`config.mk`:
```
export PLATFORM = sky130hd
export DESIGN_NAME = mult_unit
export DESIGN_NICKNAME = d
export VERILOG_FILES = /design/src/rtl/mult_unit_pkg.sv /design/src/rtl/mult_abs.sv /design/src/rtl/mult_unit.sv
export SDC_FILE = /design/constraint.sdc
export NUM_CORES = 1
export LEC_CHECK = 0
export ABC_CLOCK_PERIOD_IN_PS = 4100
export CAP_MARGIN = 20
export CORE_MARGIN = 3
export CORE_UTILIZATION = 38
export DETAILED_ROUTE_END_ITERATION = 8
export GPL_ROUTABILITY_DRIVEN = 0
export GPL_TIMING_DRIVEN = 0
export PLACE_DENSITY = 0.57
export RECOVER_POWER = 25
export REMOVE_ABC_BUFFERS = 1
export SYNTH_ARGS = -nofsm -noshare
export SYNTH_HDL_FRONTEND = slang
export SYNTH_SLANG_ARGS = --single-unit
```
`constraint.sdc`:
```
create_clock -name MULT_CLOCK_50 -period 4.1 [get_ports MULT_CLOCK_50]
set_input_delay 0.615 -clock MULT_CLOCK_50 [delete_from_list [all_inputs] [get_ports MULT_CLOCK_50]]
set_output_delay 0.615 -clock MULT_CLOCK_50 [all_outputs]
set_load 0.005 [all_outputs]
```
`src/rtl/mult_unit_pkg.sv`:
```
// mult_unit_pkg: funct3 and FSM encodings shared by the multiplier, ACU and ALU.
package mult_unit_pkg;
    localparam logic [2:0] F3_MUL    = 3'b000;
    localparam logic [2:0] F3_MULH   = 3'b001;
    localparam logic [2:0] F3_MULHSU = 3'b010;
    localparam logic [2:0] F3_MULHU  = 3'b011;
    typedef enum logic [1:0] {
        ST_IDLE = 2'd0,
        ST_CALC = 2'd1,
        ST_DONE = 2'd2
    } state_t;
endpackage

```
`src/rtl/mult_abs.sv`:
```
// mult_abs: magnitude and sign of an operand; the most-negative value maps onto its unsigned magnitude.
module mult_abs #(
    parameter int W = 32
) (
    input  logic [W-1:0] val,
    input  logic         is_signed,
    output logic [W-1:0] mag,
    output logic         neg
);
    assign neg = is_signed & val[W-1];
    assign mag = neg ? -val : val;
endmodule

```
`src/rtl/mult_unit.sv`:
```
// mult_unit: iterative radix-2 shift-add multiplier for MUL/MULH/MULHSU/MULHU.
module mult_unit
    import mult_unit_pkg::*;
#(
    parameter int DATA_WIDTH = 32
) (
    input  logic                  MULT_CLOCK_50,
    input  logic                  MULT_RESET_InHigh,
    input  logic                  MULT_Start_In,
    input  logic                  MULT_Abort_In,
    input  logic [2:0]            MULT_Funt3_InBUS,
    input  logic [DATA_WIDTH-1:0] MULT_DataA_InBUS,
    input  logic [DATA_WIDTH-1:0] MULT_DataB_InBUS,
    output logic                  MULT_Busy_Out,
    output logic                  MULT_Done_Out,
    output logic [DATA_WIDTH-1:0] MULT_Result_OutBUS
);
    localparam int W = DATA_WIDTH;
    state_t state, state_nx;
    logic [2:0] f3;
    logic [4:0] cnt;
    logic sgn, fin, a_signed, b_signed, neg_a, neg_b, hi_sel;
    logic [W-1:0] mcand, mag_a, mag_b;
    logic [2*W-1:0] acc, prod;
    logic [W:0] sum;
    assign a_signed = MULT_Funt3_InBUS != F3_MULHU;
    assign b_signed = a_signed && MULT_Funt3_InBUS != F3_MULHSU;
    mult_abs #(.W(W)) u_abs_a (.val(MULT_DataA_InBUS), .is_signed(a_signed), .mag(mag_a), .neg(neg_a));
    mult_abs #(.W(W)) u_abs_b (.val(MULT_DataB_InBUS), .is_signed(b_signed), .mag(mag_b), .neg(neg_b));
    always_comb begin
        state_nx = MULT_Abort_In ? ST_IDLE :
                   state == ST_IDLE ? (MULT_Start_In ? ST_CALC : ST_IDLE) :
                   state == ST_CALC ? (fin ? ST_DONE : ST_CALC) : ST_IDLE;
        sum = {1'b0, acc[2*W-1:W]} + {1'b0, mcand};
        prod = sgn ? -acc : acc;
        hi_sel = f3 inside {F3_MULH, F3_MULHSU, F3_MULHU};
    end
    assign MULT_Busy_Out = state == ST_CALC;
    assign MULT_Done_Out = state == ST_DONE;
    // fin marks that all W steps are in, so the next CALC edge only does the fix-up
    always_ff @(posedge MULT_CLOCK_50 or posedge MULT_RESET_InHigh) begin
        if (MULT_RESET_InHigh) begin
            state <= ST_IDLE;
            f3 <= '0;
            cnt <= '0;
            sgn <= 1'b0;
            fin <= 1'b0;
            mcand <= '0;
            acc <= '0;
            MULT_Result_OutBUS <= '0;
        end else begin
            state <= state_nx;
            if (state == ST_IDLE && MULT_Start_In && !MULT_Abort_In) begin
                f3 <= MULT_Funt3_InBUS;
                mcand <= mag_a;
                acc <= {{W{1'b0}}, mag_b};
                sgn <= neg_a ^ neg_b;
                cnt <= '0;
                fin <= 1'b0;
            end else if (state == ST_CALC && !MULT_Abort_In) begin
                if (fin)
                    MULT_Result_OutBUS <= hi_sel ? prod[2*W-1:W] : prod[W-1:0];
                else begin
                    acc <= acc[0] ? {sum, acc[W-1:1]} : {1'b0, acc[2*W-1:1]};
                    cnt <= cnt + 5'd1;
                    fin <= cnt == 5'(W-1);
                end
            end
        end
    end
endmodule
```
; ---- Word level (Yosys, flattened, before mapping)
; Cells that the tools add are included.
[word_totals]
elab_cells = 55
output_inout_bits = 34
regBits = 140
input_bits = 71
[op_classes]
mux = 19
bitwise_logic = 4
reduce_logical = 10
n_eq_ne = 9
add_sub_neg = 5
[ops]
columns = cell, n
row1 = 2-to-1 mux 64 bit, 5
row2 = 2-to-1 mux 32 bit, 3
row3 = negation 32 bit, 2
row4 = negation 64 bit, 1
row5 = adder 32 x 32 -> 33 bit, 1
row6 = 2-to-1 mux 5 bit, 3
row7 = 2-to-1 mux 2 bit, 4
row8 = "equality test 3 x 2 -> 1 bit, second input constant", 2
row9 = "!= test 3 x 2 -> 1 bit, second input constant", 2
row10 = "adder 5 x 1 -> 5 bit, second input constant", 1
row11 = "equality test 5 bit, second input constant", 1
row12 = logical AND 1 bit, 4
row13 = 2-to-1 mux 1 bit, 4
row14 = "equality test 3 x 1 -> 1 bit, second input constant", 1
row15 = AND reduction 3 bit, 1
row16 = nonzero test 3 bit, 1
row17 = AND 1 bit, 2
row18 = "equality test 2 x 1 -> 1 bit, second input constant", 1
row19 = "equality test 2 bit, second input constant", 1
row20 = zero test 2 bit, 1
row21 = "!= test 2 x 1 -> 1 bit, second input constant", 1
row22 = AND reduction 2 bit, 1
row23 = nonzero test 2 bit, 1
row24 = zero test 1 bit, 1
row25 = 2 further kinds, 2

; ---- Logic depth before layout (Yosys ltp)
; Gate-level depths: netlist of run 1.
[depth]
word_depth = 5
mapped_depth = 12
ltp_nobuf = 10

; ---- Cells and area by module
; From an unflattened synthesis of run 1, not the netlist that was laid out.
[unflattened]
hier_cells = 1285
area_unflattened_um2 = 10376.2
[by_module_without_submodules]
columns = mod, area_each_um2, instances, cells_per_inst
row1 = mult_unit, 9059.9, 1, 1093
row2 = mult_abs, 658.1, 2, 96

; ---- Least setup slack after synthesis of run 1
; Ideal clock, no wire load.
[synth_path]
path_type = input port to flip-flop
from = input MULT_DataA_InBUS[0]
to = register mcand[20]
required_ps = 3967
path_stages = 10
arrival_time_ps = 2793
setup_ps = 133
path_slack_ps = 1174
path_cell_list = inv_1 ha_1 or4b_1 nand2b_1 or2_2 or3_1 clkbuf_1 o41ai_1 xor2_1 o21ai_0
[synth_between]
elab_chain_cells = 2
[synth_rtl]
columns = item, line_no
row1 = "start, declared", mult_unit.sv:12  ; input logic [DATA_WIDTH-1:0] MULT_DataA_InBUS,
row2 = negation 32 bit, mult_abs.sv:11  ; assign mag = neg ? -val : val;
row3 = 2-to-1 mux 32 bit, mult_abs.sv:11
row4 = "end signal, assigned", mult_unit.sv:55  ; mcand <= mag_a;
row5 = "end, declared", mult_unit.sv:23  ; logic [W-1:0] mcand, mag_a, mag_b;
; Every way passes these cells.
; A chain may end at the register's enable or synchronous reset.

; ---- Final worst setup path of run 1
[layout_path]
from = register acc[0]
to = register MULT_Result_OutBUS[22]
[layout_between]
elab_chain_cells = 3
[layout_rtl]
columns = item, line_no
row1 = "start, declared", mult_unit.sv:24  ; logic [2*W-1:0] acc, prod;
row2 = "start signal, assigned", mult_unit.sv:56  ; acc <= {{W{1'b0}}, mag_b};
row3 = "start signal, assigned", mult_unit.sv:64  ; acc <= acc[0] ? {sum, acc[W-1:1]} : {1'b0, acc[2*W-1:1]};
row4 = negation 64 bit, mult_unit.sv:35  ; prod = sgn ? -acc : acc;
row5 = 2-to-1 mux 64 bit, mult_unit.sv:35
row6 = 2-to-1 mux 32 bit, mult_unit.sv:62  ; MULT_Result_OutBUS <= hi_sel ? prod[2*W-1:W] : prod[W-1:0];
row7 = "end signal, assigned", mult_unit.sv:62
row8 = "end, declared", mult_unit.sv:16  ; output logic [DATA_WIDTH-1:0] MULT_Result_OutBUS
; Every way passes these cells.

==> flow_metrics.env, run 1 <==
export IMPL_max_freq_mhz=266
export IMPL_power_frac_comb_pct=40.1
export IMPL_rows=58
export IMPL_p_leak_nw=5.04
export IMPL_worst_setup_path_end_kind="flop"
export IMPL_layout_nets=1361
export IMPL_vias=9158
export IMPL_yosys_area_share_adder_pct=4.79
export IMPL_slew_headroom_pct=-65.9
export IMPL_outcome="complete, but fails checks"
export IMPL_synth_xor_xnor_area_share_pct=11.5
export IMPL_path_common_cell="o21ai_0"
export IMPL_muxShareOfSynthArea_pct=1.40
export IMPL_place_area_um2=11400
export IMPL_fin_ws_ns=0.346
export IMPL_area_delta_synth_final_pct=19.0
export IMPL_r2r_slack_ns=0.35
export IMPL_htreeDepth=4
export IMPL_max_vdd_ir_drop_mv=0.255
export IMPL_place_ws_ns=-0.665
export IMPL_wire_per_inst_um=18.0
export IMPL_ioPinCount=105
export IMPL_die_h_um=169
export IMPL_grt_usage_pct=20.3
export IMPL_start_util_pct=39.4
export IMPL_post_route_drc_count=0
export IMPL_syn_area_um2=10100
export IMPL_setup_viol=0
export IMPL_r2r_start="acc[0]"
export IMPL_cp_endpoint="MULT_Result_OutBUS[22]"
export IMPL_avgSynthCellArea_um2=8.42
export IMPL_drive_above_1_share_pct=5.53
export IMPL_synth_flop_cell="dfrtp_1"
export IMPL_synthArstFlopShare_pct=100
export IMPL_yosys_warnings=0
export IMPL_period_minus_slack_ns=3.75
export IMPL_synth_compound_area_share_pct=26.3
export IMPL_finalMaxSlewViolations=54
export IMPL_grt_pass1_wl_mm=47.2
export IMPL_vias_per_cell=5.74
export IMPL_hpwl_mm=21.1
export IMPL_coreArea_um2=25600
export IMPL_hold_path_class="flop to flop"
export IMPL_cts_sinks=140
export IMPL_cts_tree="done"
export IMPL_grt_max_degree=88
export IMPL_fin_area_um2=12000
export IMPL_powerDensity_nw_per_um2=513
export IMPL_power_internal_w=0.00358
export IMPL_root_buffer="clkbuf_16"
export IMPL_crit_start="acc[0]"
export IMPL_p_sw_w=0.00259
export IMPL_rsz0062_at_grt="no"
export IMPL_postSynthRegisterBits=140
export IMPL_overflow=0
export IMPL_startpoint_type="flop"
export IMPL_antenna_cells=0
export IMPL_synth_edff_count=0
export IMPL_io_buffers=104
export IMPL_worst_skew_pair_late_latency_ns=0.44
export IMPL_crit_path_max_incr_delay_ns=0.64
export IMPL_grt_pass1_vias=8973
export IMPL_crit_type="flop to flop"
export IMPL_postRouteAntennaNets=0
export IMPL_ff2ff_path_depth=10
export IMPL_violations="capacitance limit, slew limit"
export IMPL_holdBufCountCts=0
export IMPL_path_buf_inv=1
export IMPL_finClkSkew_ns=0.0125
export IMPL_fin_crit_sh_pct=91.6
export IMPL_path_max_fanout=27
export IMPL_synth_cells=1198
export IMPL_crit_required_ns=4.37
export IMPL_p_seq_share_pct=35.0
export IMPL_num_fill_cells=2558
export IMPL_worst_pin_slew_ns=2.48
export IMPL_drv_cap=1
export IMPL_die_w_um=169
export IMPL_holdWs_ns=0.469
export IMPL_slowest_stage="dfrtp_2"
export IMPL_p_clk_share_pct=24.9
export IMPL_crit_arrival_ns=4.03
export IMPL_min_path_cells=2
export IMPL_cts_buffers=17
export IMPL_drt_iter0_drc=655
export IMPL_die_area_um2=28500
export IMPL_ys_types=72
export IMPL_cts_max_path_buffers=2
export IMPL_first_pass_iters=7
export IMPL_path_depth=10
export IMPL_crit_chain="inv_4 > ha_1 > nand2b_1 > nor3_1 > nand4_1 > a211o_1 > o31ai_1 > xnor2_1 > o21ai_0 > o21ai_0"
export IMPL_wl_mm=28.7
export IMPL_yosysSeqAreaShare_pct=34.7
export IMPL_reg2reg_to="MULT_Result_OutBUS[22]"
export IMPL_finalHoldViolations=0
export IMPL_path_clk_slew_ns=0.07
export IMPL_synth_top_family_by_area="compound AO/OA/AOI/OAI gates"
export IMPL_cp_top_family="compound AO/OA/AOI/OAI gates"
export IMPL_multi_input_area_um2=6230
export IMPL_antenna_found_initial=1
export IMPL_synthSimpleGateAreaFrac_pct=17.6
export IMPL_p_sw_share_pct=42.0
export IMPL_seqCellArea_um2=3510
## layer usage
layer	GRT usage (%)	up-vias	routed length, um
met5	0	-	13
met3	3.29	24	1300
met1	28.3	4446	13500
met4	4.30	2	313
li1	-	4515	-
met2	33.4	171	13600
## cell usage after synthesis (5+ instances only)
master | number | area [um2]
a211oi_1 | 5 | 37.5
a21o_1 | 16 | 120
a21oi_1 | 72 | 360
a221oi_1 | 5 | 43.8
a22o_1 | 5 | 43.8
a22oi_1 | 31 | 233
a31oi_1 | 20 | 125
a32oi_1 | 13 | 114
and3_1 | 8 | 50.1
buf_1 | 5 | 18.8
clkbuf_1 | 69 | 259
dfrtp_1 | 140 | 3500
ha_1 | 37 | 463
inv_1 | 20 | 75.1
mux2i_1 | 13 | 130
nand2_1 | 136 | 510
nand2b_1 | 15 | 93.8
nand3_1 | 24 | 120
nand4_1 | 10 | 62.6
nor2_1 | 68 | 255
nor2b_1 | 9 | 56.3
nor3_1 | 18 | 90.1
nor4_1 | 11 | 68.8
o211ai_1 | 8 | 60.1
o21ai_0 | 159 | 796
o21bai_1 | 8 | 60.1
o31ai_1 | 30 | 225
o41ai_1 | 14 | 123
or2_2 | 9 | 56.3
or3_1 | 13 | 81.3
or4_1 | 10 | 75.1
xnor2_1 | 56 | 490
xor2_1 | 76 | 666
## sequential cells by signal (all words and copies together), names as in the netlist
| name | flops |
|---|---|
| MULT_Result_OutBUS | 32 |
| acc | 64 |
| cnt | 5 |
| f3 | 3 |
| fin | 1 |
| mcand | 32 |
| sgn | 1 |
| state | 2 |
## cell families after synthesis
family	count (synthesis)
simple gates	356
mux	14
xor+xnor	132
compound gates	420
fa+ha+maj	38
buf+inv	98
flops	140
## area by class of cell
| type | count | area share, % |
|---|---|---|
| multi-input cells | 960 | 51.9 |
| flip-flops and latches | 140 | 29.2 |
| repair buffers | 112 | 9.99 |
| clock buffers | 18 | 3.66 |
| well taps | 330 | 3.44 |
| clock inverters | 14 | 1.15 |
| inverters | 21 | 0.688 |
## worst min-delay path, delay by kind of cell (launching register included)
family | cells | cell delay, ns
DFF | 1 | 0.34
and+or+nand+nor | 2 | 0.10
## what timing repair did
action | 4_1_cts | 5_1_grt
resized for setup | 2 | 1
setup buffers | 0 | 0
pin swaps | 0 | 1
endpoints found under the setup margin | 14 | 3
## metrics by stage
stage          std cells  utilization (%)  power [W]  setup TNS [ns]
2_1_floorplan       1121                -    0.00386          -78.94
3_3_place_gp        1555             43.9    0.00459         -672.58
3_5_place_dp        1562             44.6    0.00464           -4.42
4_1_cts             1594             46.8    0.00619               0
5_1_grt             1595             46.9    0.00665               0
6_report            1595             46.9    0.00616               0
## power groups by stage
stage                     logic [W]  registers [W]  clock network, W
after floorplan             0.00185        0.00202                 0
after global placement      0.00240        0.00220                 0
after detailed placement    0.00246        0.00218                 0
after CTS                   0.00248        0.00216           0.00155
after global routing        0.00282        0.00222           0.00161
final                       0.00247        0.00216           0.00153
## worst min-delay path by stage
stage	start	to	slack [ns]
after floorplan	f3[1]	f3[1]	0.45
after global placement	MULT_Result_OutBUS[2]	MULT_Result_OutBUS[2]	0.46
after detailed placement	MULT_Result_OutBUS[2]	MULT_Result_OutBUS[2]	0.46
after CTS	MULT_Result_OutBUS[2]	MULT_Result_OutBUS[2]	0.48
after global routing	f3[1]	f3[1]	0.51
final	MULT_Result_OutBUS[2]	MULT_Result_OutBUS[2]	0.47
## cells in the final DEF, fill, tap and decap left out, types with 11 or more instances in the layout
| cell | synthesis | final |
|---|---|---|
| a21o_1 | 16 | 16 |
| a21oi_1 | 72 | 72 |
| a22oi_1 | 31 | 31 |
| a31oi_1 | 20 | 20 |
| a32oi_1 | 13 | 13 |
| clkbuf_16 | 0 | 17 |
| clkdlybuf4s50_1 | 0 | 103 |
| dfrtp_1 | 140 | 138 |
| ha_1 | 37 | 37 |
| inv_1 | 20 | 19 |
| mux2i_1 | 13 | 13 |
| nand2_1 | 136 | 136 |
| nand2b_1 | 15 | 15 |
| nand3_1 | 24 | 23 |
| nor2_1 | 68 | 65 |
| nor3_1 | 18 | 18 |
| nor4_1 | 11 | 11 |
| o21ai_0 | 159 | 159 |
| o31ai_1 | 30 | 30 |
| o41ai_1 | 14 | 14 |
| or3_1 | 13 | 13 |
| xnor2_1 | 56 | 56 |
| xor2_1 | 76 | 76 |
(Power assumes the default switching activity.)
==> run 2, diff against run 1 <==
--- a/config.mk
+++ b/config.mk
@@ -5,14 +5,14 @@
 export SDC_FILE = /design/constraint.sdc
 export NUM_CORES = 1
 export LEC_CHECK = 0
-export ABC_CLOCK_PERIOD_IN_PS = 4100
+export ABC_CLOCK_PERIOD_IN_PS = 4300
 export CAP_MARGIN = 20
 export CORE_MARGIN = 3
 export CORE_UTILIZATION = 38
 export DETAILED_ROUTE_END_ITERATION = 8
 export GPL_ROUTABILITY_DRIVEN = 0
 export GPL_TIMING_DRIVEN = 0
-export PLACE_DENSITY = 0.57
+export PLACE_DENSITY = 0.55
 export RECOVER_POWER = 25
 export REMOVE_ABC_BUFFERS = 1
 export SYNTH_ARGS = -nofsm -noshare
==> constraint.sdc (replaced) <==
create_clock -name MULT_CLOCK_50 -period 4.3 [get_ports MULT_CLOCK_50]
set_input_delay 0.645 -clock MULT_CLOCK_50 [delete_from_list [all_inputs] [get_ports MULT_CLOCK_50]]
set_output_delay 0.645 -clock MULT_CLOCK_50 [all_outputs]
set_load 0.005 [all_outputs]
==> run 2 against run 1 <==
  * Critical path depth is the same
  * Critical path type unchanged
  * Combinational power is 4% lower
  * The run still ends with capacitance limit, slew limit left
  * Wire length up 1.3%
  * Highest routed layer is now met4
==> flow_metrics.env, run 2 (same netlist as run 1, synthesis figures left out) <==
export IMPL_outcome="complete, but fails checks"
export IMPL_violations="capacitance limit, slew limit"
export IMPL_crit_chain="clkinv_2 > ha_1 > nand2b_1 > nor3_1 > nand4_1 > a211o_1 > o31ai_1 > xnor2_1 > o21ai_0 > o21ai_0"
export IMPL_grt_pass1_vias=8903
export IMPL_top_register="acc"
export IMPL_tns_ns=0
export IMPL_worst_skew_pair_late_latency_ns=0.43
export IMPL_path_max_fanout=27
export IMPL_powerDensity_nw_per_um2=500
export IMPL_largest_reg_flops=64
export IMPL_overflow=0
export IMPL_coreArea_um2=25600
export IMPL_finalMaxSlewViolations=67
export IMPL_finClkSkew_ns=0.00979
export IMPL_area_delta_synth_final_pct=19.6
export IMPL_crit_arrival_ns=4.23
export IMPL_vias_per_cell=5.74
export IMPL_die_h_um=169
export IMPL_grt_pass1_wl_mm=47.6
export IMPL_worst_setup_path_end_kind="flop"
export IMPL_cts_resized=2
export IMPL_fin_ws_ns=0.345
export IMPL_grt_use_met1_pct=30.1
export IMPL_grtUsageMet2_pct=32.2
export IMPL_worst_pin_slew_ns=2.75
export IMPL_hpwl_mm=21.1
export IMPL_cts_buffers=17
export IMPL_root_buffer="clkbuf_16"
export IMPL_io_buffers=104
export IMPL_antenna_cells=0
export IMPL_htreeDepth=4
export IMPL_place_ws_ns=-0.530
export IMPL_fin_crit_sh_pct=92.0
export IMPL_wire_per_inst_um=18.3
export IMPL_layout_nets=1361
export IMPL_crit_type="flop to flop"
export IMPL_busiest_layer="met2"
export IMPL_vias=9152
export IMPL_drv_cap=1
export IMPL_path_buf_inv=1
export IMPL_grt_max_degree=75
export IMPL_grt_usage_pct=20.7
export IMPL_p_leak_nw=5.07
export IMPL_path_clk_slew_ns=0.06
export IMPL_postRouteAntennaNets=0
export IMPL_ioPinCount=105
export IMPL_cts_setup_buffers=0
export IMPL_cts_tree="done"
export IMPL_rsz0062_at_grt="no"
export IMPL_finalHoldViolations=0
export IMPL_startpoint_type="flop"
export IMPL_die_w_um=169
export IMPL_drt_iter0_drc=775
export IMPL_post_route_drc_count=0
export IMPL_fin_area_um2=12100
export IMPL_wl_mm=29.1
export IMPL_place_area_um2=11400
export IMPL_grt_use_met3_pct=2.85
export IMPL_hold_path_class="flop to flop"
export IMPL_reg_top3="acc (64), MULT_Result_OutBUS (32), mcand (32)"
export IMPL_setup_viol=0
export IMPL_max_freq_mhz=253
export IMPL_postLayoutCoreUtil_pct=47.1
export IMPL_slew_headroom_pct=-83.6
export IMPL_final_common_cell="o21ai_0"
export IMPL_path_common_cell="o21ai_0"
export IMPL_cts_max_path_buffers=2
export IMPL_rows=58
export IMPL_die_area_um2=28500
export IMPL_drive_above_1_share_pct=5.53
export IMPL_first_pass_iters=5
export IMPL_cp_top_family="compound AO/OA/AOI/OAI gates"
export IMPL_antenna_found_initial=0
export IMPL_max_vdd_ir_drop_mv=0.242
export IMPL_period_minus_slack_ns=3.95
export IMPL_final_cell_mix="o21ai_0 (159), dfrtp_1 (138), nand2_1 (136)"
export IMPL_crit_path_max_incr_delay_ns=0.65
export IMPL_crit_required_ns=4.57
export IMPL_start_util_pct=39.4
export IMPL_cts_sinks=140
export IMPL_holdBufCountCts=0
export IMPL_slowest_stage="dfrtp_2"
[run 2: path summary, 6_finish.rpt]
path                                  startpoint                      to  slack (ns)  cells past startpoint
max                                       acc[0]  MULT_Result_OutBUS[22]        0.35                     10
min                        MULT_Result_OutBUS[2]   MULT_Result_OutBUS[2]        0.47                      2
max reg2reg                               acc[0]  MULT_Result_OutBUS[22]        0.35                     10
min reg2reg                MULT_Result_OutBUS[2]   MULT_Result_OutBUS[2]        0.47                      2
max in group asynchronous      MULT_RESET_InHigh                 acc[50]        1.08                      2
min in group asynchronous      MULT_RESET_InHigh                mcand[5]        1.64                      2
[run 2: cell type report]
cell class,instances,area [um2]
clock buffers,18,439
clock inverters,14,195
fillers,2482,13600
inverters,21,80.1
multi-input cells,960,6230
flip-flops and latches,140,3510
well taps,330,413
repair buffers,112,1200
[run 2: worst register-to-register path: stages, from the launching register on]
cell and delay [ns]:
dfrtp_2 0.65, clkinv_2 0.48, ha_1 0.25, nand2b_1 0.11, nor3_1 0.45, nand4_1 0.49, a211o_1 0.51, o31ai_1 0.26
xnor2_1 0.09, o21ai_0 0.36, o21ai_0 0.14
[run 2: layer usage]
metal / vias up / part of all wire [%]
li1: 4506 / -
met1: 4418 / 49
met2: 198 / 45
met3: 30 / 4.0
met4: 0 / 1.7
met5: - / 0
[run 2: through the flow]
step / std cells / hold slack [ns] / total power (W)
2_1_floorplan: 1121 / 0.446 / 0.00368
3_3_place_gp: 1555 / 0.454 / 0.00438
3_5_place_dp: 1563 / 0.462 / 0.00442
4_1_cts: 1595 / 0.477 / 0.00606
5_1_grt: 1595 / 0.491 / 0.00648
6_report: 1595 / 0.468 / 0.00603
[run 2: power breakdown]
part           total (W)  switching [W]  internal (W)
Clock            0.00161       0.000627      0.000987
Sequential       0.00206       0.000482       0.00158
Combinational    0.00236        0.00134       0.00102
